### config.mk
export PLATFORM = sky130hd
export DESIGN_NAME = memory_arbiter
export DESIGN_NICKNAME = d
export VERILOG_FILES = /design/src/rtl/memory_arbiter_pkg.sv /design/src/rtl/memory_arbiter.sv
export SDC_FILE = /design/constraint.sdc
export NUM_CORES = 1
export LEC_CHECK = 0
export ABC_AREA = 1
export BUFFER_PORTS_ARGS = -buffer_cell sky130_fd_sc_hd__buf_2
export CAP_MARGIN = 40
export CELL_PAD_IN_SITES_DETAIL_PLACEMENT = 0
export CELL_PAD_IN_SITES_GLOBAL_PLACEMENT = 2
export CORE_MARGIN = 5
export CORE_UTILIZATION = 11
export DETAILED_ROUTE_END_ITERATION = 16
export PLACE_DENSITY = 0.88
export SLEW_MARGIN = 20
export SYNTH_ARGS = -nofsm -noshare
export SYNTH_HDL_FRONTEND = slang
export SYNTH_SLANG_ARGS = --single-unit
### constraint.sdc
create_clock -name clock -period 3.98 [get_ports clock]
set_input_delay 0 -clock clock [delete_from_list [all_inputs] [get_ports clock]]
set_output_delay 0 -clock clock [all_outputs]
set_load 0.02 [all_outputs]
### src/rtl/memory_arbiter_pkg.sv
// -----------------------------------------------------------------------------
// memory_arbiter_pkg
//   Shared types for the fetch/data memory-port arbiter.
//   - arbState_ : arbiter FSM states (idle, waiting on a fetch response,
//                 waiting on a data response)
//   - arbOwner_ : which requester the idle-state arbitration picked
// -----------------------------------------------------------------------------
package memory_arbiter_pkg;

  typedef enum logic [1:0] {
    ARB_IDLE,
    ARB_WAIT_FETCH,
    ARB_WAIT_DATA
  } arbState_;

  typedef enum logic [1:0] {
    OWNER_NONE,
    OWNER_FETCH,
    OWNER_DATA
  } arbOwner_;

endpackage : memory_arbiter_pkg

### src/rtl/memory_arbiter.sv
// -----------------------------------------------------------------------------
// memory_arbiter
//   Shares the core's single memory port between instruction fetch and the
//   memory stage. One transaction is outstanding at a time. Data normally wins
//   arbitration; a saturating data-streak counter hands the port to a waiting
//   fetch after MAX_DATA_STREAK back-to-back data grants.
//
// Ports
//   clock, reset          : single clock, synchronous active-high reset
//   fetch*                : fetch request/address in, grant/response out,
//                           fetchKill abandons pending/outstanding fetches
//   data*                 : memory-stage load/store request in, grant/response
//                           out (dataReadData is 0 for stores)
//   mem*                  : request to the memory (memRequest + fields,
//                           memReady handshake) and its response
//   stallControl          : freezes the pipeline while a data access is open
// -----------------------------------------------------------------------------
module memory_arbiter
  import memory_arbiter_pkg::*;
#(
  parameter int ADDR_WIDTH      = 32,
  parameter int DATA_WIDTH      = 32,
  parameter int MAX_DATA_STREAK = 4
) (
  input  logic                    clock,
  input  logic                    reset,

  input  logic                    fetchRequest,
  input  logic [ADDR_WIDTH-1:0]   fetchAddress,
  input  logic                    fetchKill,
  output logic                    fetchGrant,
  output logic                    fetchResponseValid,
  output logic [DATA_WIDTH-1:0]   fetchData,

  input  logic                    dataRequest,
  input  logic                    dataWrite,
  input  logic [ADDR_WIDTH-1:0]   dataAddress,
  input  logic [DATA_WIDTH-1:0]   dataWriteData,
  input  logic [DATA_WIDTH/8-1:0] dataByteEnable,
  output logic                    dataGrant,
  output logic                    dataResponseValid,
  output logic [DATA_WIDTH-1:0]   dataReadData,

  output logic                    memRequest,
  output logic                    memWrite,
  output logic [ADDR_WIDTH-1:0]   memAddress,
  output logic [DATA_WIDTH-1:0]   memWriteData,
  output logic [DATA_WIDTH/8-1:0] memByteEnable,
  input  logic                    memReady,
  input  logic                    memResponseValid,
  input  logic [DATA_WIDTH-1:0]   memReadData,

  output logic                    stallControl
);

  localparam int STREAK_WIDTH = (MAX_DATA_STREAK < 1) ? 1 : $clog2(MAX_DATA_STREAK + 1);
  localparam logic [STREAK_WIDTH-1:0] STREAK_MAX = STREAK_WIDTH'(MAX_DATA_STREAK);

  arbState_                state_q,  state_d;
  logic [STREAK_WIDTH-1:0] streak_q, streak_d;
  logic                    killed_q, killed_d;
  logic                    write_q,  write_d;   // owner of WAIT_DATA is a store

  logic     fetch_eligible;
  arbOwner_ owner;

  // ---------------------------------------------------------------------------
  // State registers
  // ---------------------------------------------------------------------------
  always_ff @(posedge clock) begin
    if (reset) begin
      state_q  <= ARB_IDLE;
      streak_q <= '0;
      killed_q <= 1'b0;
      write_q  <= 1'b0;
    end else begin
      state_q  <= state_d;
      streak_q <= streak_d;
      killed_q <= killed_d;
      write_q  <= write_d;
    end
  end

  // ---------------------------------------------------------------------------
  // Owner selection (only meaningful in ARB_IDLE). A killed fetch is not
  // eligible, so a redirect in the same cycle never issues the stale address.
  // Data yields only when the streak is exhausted AND a fetch is actually
  // waiting; otherwise data keeps priority.
  // ---------------------------------------------------------------------------
  always_comb begin
    fetch_eligible = fetchRequest && !fetchKill;
    owner          = OWNER_NONE;
    if (dataRequest && ((streak_q < STREAK_MAX) || !fetch_eligible)) begin
      owner = OWNER_DATA;
    end else if (fetch_eligible) begin
      owner = OWNER_FETCH;
    end
  end

  // ---------------------------------------------------------------------------
  // Next state and outputs. Everything is held at zero while reset is high so
  // the pipeline sees no grant, response or stall during reset.
  // ---------------------------------------------------------------------------
  always_comb begin
    state_d            = state_q;
    killed_d           = killed_q;
    write_d            = write_q;

    fetchGrant         = 1'b0;
    fetchResponseValid = 1'b0;
    fetchData          = '0;
    dataGrant          = 1'b0;
    dataResponseValid  = 1'b0;
    dataReadData       = '0;
    memRequest         = 1'b0;
    memWrite           = 1'b0;
    memAddress         = '0;
    memWriteData       = '0;
    memByteEnable      = '0;
    stallControl       = 1'b0;

    if (!reset) begin
      unique case (state_q)
        ARB_IDLE: begin
          // Responses seen here belong to nothing we issued; ignore them.
          if (owner == OWNER_DATA) begin
            memRequest    = 1'b1;
            memWrite      = dataWrite;
            memAddress    = dataAddress;
            memWriteData  = dataWriteData;
            memByteEnable = dataByteEnable;
            if (memReady) begin
              dataGrant = 1'b1;
              write_d   = dataWrite;
              state_d   = ARB_WAIT_DATA;
            end
          end else if (owner == OWNER_FETCH) begin
            memRequest    = 1'b1;
            memWrite      = 1'b0;
            memAddress    = fetchAddress;
            memWriteData  = '0;
            memByteEnable = '1;
            if (memReady) begin
              fetchGrant = 1'b1;
              killed_d   = 1'b0;
              state_d    = ARB_WAIT_FETCH;
            end
          end
        end

        ARB_WAIT_FETCH: begin
          if (memResponseValid) begin
            // A kill earlier in the wait, or in this very cycle, makes the
            // instruction stale: swallow it and free the port.
            if (!killed_q && !fetchKill) begin
              fetchResponseValid = 1'b1;
              fetchData          = memReadData;
            end
            killed_d = 1'b0;
            state_d  = ARB_IDLE;
          end else if (fetchKill) begin
            killed_d = 1'b1;
          end
        end

        ARB_WAIT_DATA: begin
          if (memResponseValid) begin
            dataResponseValid = 1'b1;
            dataReadData      = write_q ? '0 : memReadData;
            state_d           = ARB_IDLE;
          end
        end

        default: state_d = ARB_IDLE;
      endcase

      stallControl = dataRequest && !dataResponseValid;
    end
  end

  // ---------------------------------------------------------------------------
  // Data streak: counts data grants taken while a fetch is waiting. It resets
  // as soon as fetch stops asking or finally gets the port.
  // ---------------------------------------------------------------------------
  always_comb begin
    streak_d = streak_q;
    if (!fetchRequest || fetchGrant) begin
      streak_d = '0;
    end else if (dataGrant && (streak_q != STREAK_MAX)) begin
      streak_d = streak_q + 1'b1;
    end
  end

endmodule : memory_arbiter

# Word-level counts from Yosys, hierarchy flattened
# Cells that the tools add are included.
[word_totals]
register_bits = 7
wordCells = 95
[classes]
reduce_logical = 19
add_sub_neg = 1
mux = 57
magnitude_cmp = 1
n_eq_ne = 13
[op_table]
columns = ["operator", "n"]
rows = [
  ["2-to-1 mux 32 bit", 15],
  ["2-to-1 mux 1 bit", 30],
  ["2-to-1 mux 4 bit", 4],
  ["inequality test 3 bit, second input constant", 5],
  ["2-to-1 mux 2 bit", 6],
  ["inequality test 2 bit, second input constant", 3],
  ["logical AND 1 bit", 5],
  ["zero test 1 bit", 5],
  ["AND reduction 5 bit", 1],
  ["equality test 2 x 1 -> 1 bit, second input constant", 2],
  ["equality test 2 bit, second input constant", 2],
  ["case mux 2 bit (2 select lines)", 1],
  ["AND reduction 4 bit", 1],
  ["OR reduction 2 bit", 2],
  ["adder 3 x 1 -> 3 bit, second input constant", 1],
  ["< comparator 3 bit, second input constant", 1],
  ["AND reduction 3 bit", 1],
  ["zero test 2 bit", 1],
  ["logical OR 1 bit", 2],
  ["inequality test 2 x 1 -> 1 bit, second input constant", 1],
  ["case mux 1 bit (2 select lines)", 1],
  ["nonzero test 2 bit", 1],
]

# Depth between registers and ports, before layout
[logic_depth]
ltp_word = 13
mapped_depth = 10

# Worst setup path after synthesis
# OpenSTA, ideal clock, no wires.
[synth_path]
kind = "register to output"
startpoint = "reg state_q[0]"
endpoint = "out memWriteData[24]"
setup_slack_ns = 2.372
arrival_time_ns = 1.608
required_ns = 3.980
stages_incl_launch_ff = 7
path_buffers = 2
cell_sequence = "dfxtp_1 > inv_1 > ha_1 > nand2_1 > buf_2 > buf_2 > nor3b_1"
[synth_via]
elab_chain_cells = 3
[synth_rtl]
columns = ["item", "line_no", "source"]
rows = [
  ["start: declaration", "memory_arbiter.sv:59", "arbState_ state_q, state_d;"],
  ["start signal: assignment", "memory_arbiter.sv:77", "state_q <= state_d;"],
  ["zero test 2 bit", "memory_arbiter.sv:123", "unique case (state_q)"],
  ["2-to-1 mux 32 bit", "memory_arbiter.sv:123", ""],
  ["2-to-1 mux 32 bit", "memory_arbiter.sv:122", "if (!reset) begin"],
  ["end: declaration", "memory_arbiter.sv:47", "output logic [DATA_WIDTH-1:0] memWriteData,"],
]
# No other way between the ends.

# Worst setup path in the final report
[layout_path]
startpoint = "reg streak_q[2]"
endpoint = "out memAddress[5]"
[layout_via]
elab_chain_cells = 9
elab_cells_between_ends = 10
cone_classes = "order compare (1); eq/ne (2); mux (5); reduce/logical (2)"
[layout_rtl]
columns = ["item", "line_no", "source"]
rows = [
  ["start: declaration", "memory_arbiter.sv:60", "logic [STREAK_WIDTH-1:0] streak_q, streak_d;"],
  ["start signal: assignment", "memory_arbiter.sv:78", "streak_q <= streak_d;"],
  ["< comparator 3 bit (*)", "memory_arbiter.sv:93", "if (dataRequest && ((streak_q < STREAK_MAX) || !fetch_eligible)) begin"],
  ["logical OR 1 bit (*)", "memory_arbiter.sv:93", ""],
  ["logical AND 1 bit (*)", "memory_arbiter.sv:93", ""],
  ["2-to-1 mux 2 bit (*)", "memory_arbiter.sv:93", ""],
  ["equality test 2 x 1 -> 1 bit", "memory_arbiter.sv:137", "end else if (owner == OWNER_FETCH) begin"],
  ["2-to-1 mux 32 bit", "memory_arbiter.sv:137", ""],
  ["2-to-1 mux 32 bit (*)", "memory_arbiter.sv:126", "if (owner == OWNER_DATA) begin"],
  ["2-to-1 mux 32 bit (*)", "memory_arbiter.sv:123", ""],
  ["2-to-1 mux 32 bit (*)", "memory_arbiter.sv:122", ""],
  ["end: declaration", "memory_arbiter.sv:46", "output logic [ADDR_WIDTH-1:0] memAddress,"],
]
# Mark *: on every way between the ends. The rest lies on a longest branch, timed or not.

==> metrics.md <==
| Metric | Value |
|---|---|
| Static leakage | roughly 2.2 nW |
| Clock transition at path regs | 0.04 ns |
| Die area | ~0.018 mm^2 |
| Kind of critical path | flip-flop to output port |
| Post-Syn Nets | 456 |
| Final min period | roughly 2.3 ns |
| Reg area | approximately 140 um^2 |
| Multi-input logic area | ~0.0012 mm^2 |
| Layout cells sized above 1 | 0.512 |
| Placed Area | around 0.0032 mm^2 |
| Htree depth | 1 |
| DP Worst Slack | about 1.8 ns |
| WL/cell | 13.1 um |
| P_sw | roughly 0.23 mW |
| Pin count of the biggest net entering global routing | 44 |
| Placed instance count | around 760 |
| Cell area after layout | 0.00333 mm^2 |
| Seq/Total Area, Yosys | 0.0841 |
| DIE HEIGHT | between 100 and 150 um |
| Hold WS | 0.0722 ns |
| Initial Util | 0.111 |
| Via density | ~4 |
| CP required | between 3 and 4 ns |
| Nature of the critical path endpoint | output port |
| Comb pwr share | 0.555 |
| Number of cells produced by synthesis | around 310 |
| Post-synth top area share | 0.232 |
| Total wire length | roughly 10 mm |
| FF+latch count, synth | 7 |
| Pint | approximately 0.33 mW |
| Cts bufs inserted | 3 |
| Sequential power share | 0.134 |
| Post-route ant nets | 0 |
| Post-Synthesis Cell Area | 0.00167 mm^2 |
| Post-Layout Cell Count | 765 |
| Port bufs | between 200 and 300 |
| Placement Rows | 45 |
| HP Class | input port to flip-flop |
| Run status | completed |
| Synth area leaders | nor2_1 (23%), nor3b_1 (15%), a22oi_1 (14%) |
| Post-CTS sizing | 0 |
| Hpwl dp | 8.62 mm |
| Via count | 3,051 |
| Core box area | 0.0150 mm^2 |
| Final Setup Violations | 0 |
| FILL cells | ~1,800 |
| VDD IR max | 0.150 mV |
| Arrival @ worst endpoint | approximately 2.3 ns |
| Tightest Pin Transition | 0.764 ns |
| Net Sw Frac | 0.406 |
| Drt pass-1 iters | 4 |
| Setup_tns | 0 ns |
| Power Total | between 0.5 and 0.6 mW |
| Layout area overhead | 100% |
| # Post-CTS Setup Buffers | 0 |
| Max Buffers Root-to-Sink | 2 |
| Clock Skews | between 0.002 and 0.0025 ns |
| Utilization after layout | 0.222 |
| Vias in the first global route | just over 3,000 |
| Die width | between 100 and 150 um |
| Skew-Pair Late Insertion Delay | between 0.2 and 0.25 ns |
| RSZ-0062 raised after global routing | false |
| Worst setup margin | 1.65 ns |
| Period utilisation layout | 0.585 |
| Final Hold Vio Count | 0 |
| Initial antenna violation count | 2 |
| Slew Limit Fails | 0 |
| First DRT Iteration DRCs | 71 |
| FMAX | around 430 MHz |
| Total of max-cap violations | 0 |
| Synth area leader | nor2_1 |
| Rel. slew slack | 0.489 |
| GR Util All Layers | 0.101 |
| CTS tree | done |
| Fin nets | 722 |
| Hold-fix buffers, CTS | 0 |
| Pwr/cell area | 166 mW/mm^2 |
| Clock share of power | 0.311 |
| Routability congestion estimate | around 0.75 |
| DRC | 0 |
| I/O pin count | 279 |
| Startpoint Class | flip-flop |
| Critical Path Fanout Max | 37 |
| Ys Warns | 0 |
| Cell variety after synth | 19 |
| CTS root buffer | clkbuf_16 |
| First-pass GRT wire length | approximately 15 mm |
| # clock sinks | 7 |
| GRT Residual Overflow | 0 |
| Post-synthesis area per instance | around 5.4 um^2 |
routing by layer:
metal	vias to the layer above	global-route usage	routed length, um
li1	1524	-	-
met1	1302	0.106	3610
met2	211	0.194	4910
met3	12	0.0347	1320
met4	2	0.0229	155
met5	-	0	7
cells by family after synthesis:
| logic type | after synthesis | share of synthesized area |
|---|---|---|
| AOI/OAI and AO/OA | 47 | 0.196 |
| xor gates and xnor gates | 1 | 0.00526 |
| adders and majority gates | 5 | 0.0375 |
| buffers and inverters | 73 | 0.187 |
| DFF | 7 | 0.0841 |
| and+or+nand+nor | 178 | 0.490 |
power by group through the flow:
stage                     clock (mW)  combinational, mW  sequential [mW]
after floorplan                    0              0.171           0.0750
after global placement             0              0.305           0.0755
after detailed placement           0              0.307           0.0754
after CTS                      0.175              0.308           0.0743
after global routing           0.179              0.341           0.0747
final                          0.172              0.308           0.0744
state kept, by name (all words and copies together), names as in the netlist:
signal	cells
state_q	2
streak_q	3
killed_q	1
write_q	1
cells in the final DEF, fill, tap and decap left out:
| cell | instances |
|---|---|
| buf_2 | 278 |
| nor2_1 | 103 |
| inv_1 | 46 |
| nor3b_1 | 33 |
| a22oi_1 | 32 |
| nand2_1 | 26 |
| a21oi_1 | 11 |
| nand3_1 | 10 |
| dfxtp_1 | 7 |
| ha_1 | 5 |
| inv_2 | 4 |
| nand4_1 | 3 |
| o21ai_0 | 3 |
| clkbuf_16 | 3 |
| buf_4 | 3 |
| nand2_2 | 2 |
| diode_2 | 1 |
| a21oi_4 | 1 |
| nor2_2 | 1 |
| xor2_1 | 1 |
| clkbuf_1 | 1 |
| buf_16 | 1 |
| buf_6 | 1 |
| buf_12 | 1 |
final timing paths:
kind / depth (start not counted) / to / slack (ns) / startpoint
worst max-delay path: 6 / memAddress[5] / 1.65 / streak_q[2]
worst min-delay path: 5 / killed_q / 0.07 / fetchKill
worst max register to register: 5 / write_q / 2.23 / streak_q[2]
worst min register to register: 2 / write_q / 0.46 / write_q
final cells by class:
type	count	share of cell area
repair buffers	284	0.442
multi-input cells	231	0.365
diodes	1	0.000750
flip-flops and latches	7	0.0420
well taps	188	0.0705
inverters	50	0.0563
clock buffers	4	0.0236
synth_stat cells:
master,count
clkbuf_1,8
nand3_1,10
nand2_2,1
nor2_1,103
inv_1,46
xor2_1,1
a22oi_1,32
dfxtp_1,7
nand4_1,3
a21oi_4,1
buf_6,3
buf_2,12
inv_2,4
nand2_1,27
nor3b_1,33
o21ai_0,3
nor2_2,1
a21oi_1,11
ha_1,5
worst max-delay path, cell delays in order, from the launching register on:
cell and delay, ns:
dfxtp_1 0.40, nand3_1 0.16, nand2_2 0.59, inv_2 0.42
a22oi_1 0.29, nor2_1 0.06, buf_2 0.16
No activity file was read; power rests on OpenSTA's default activity.
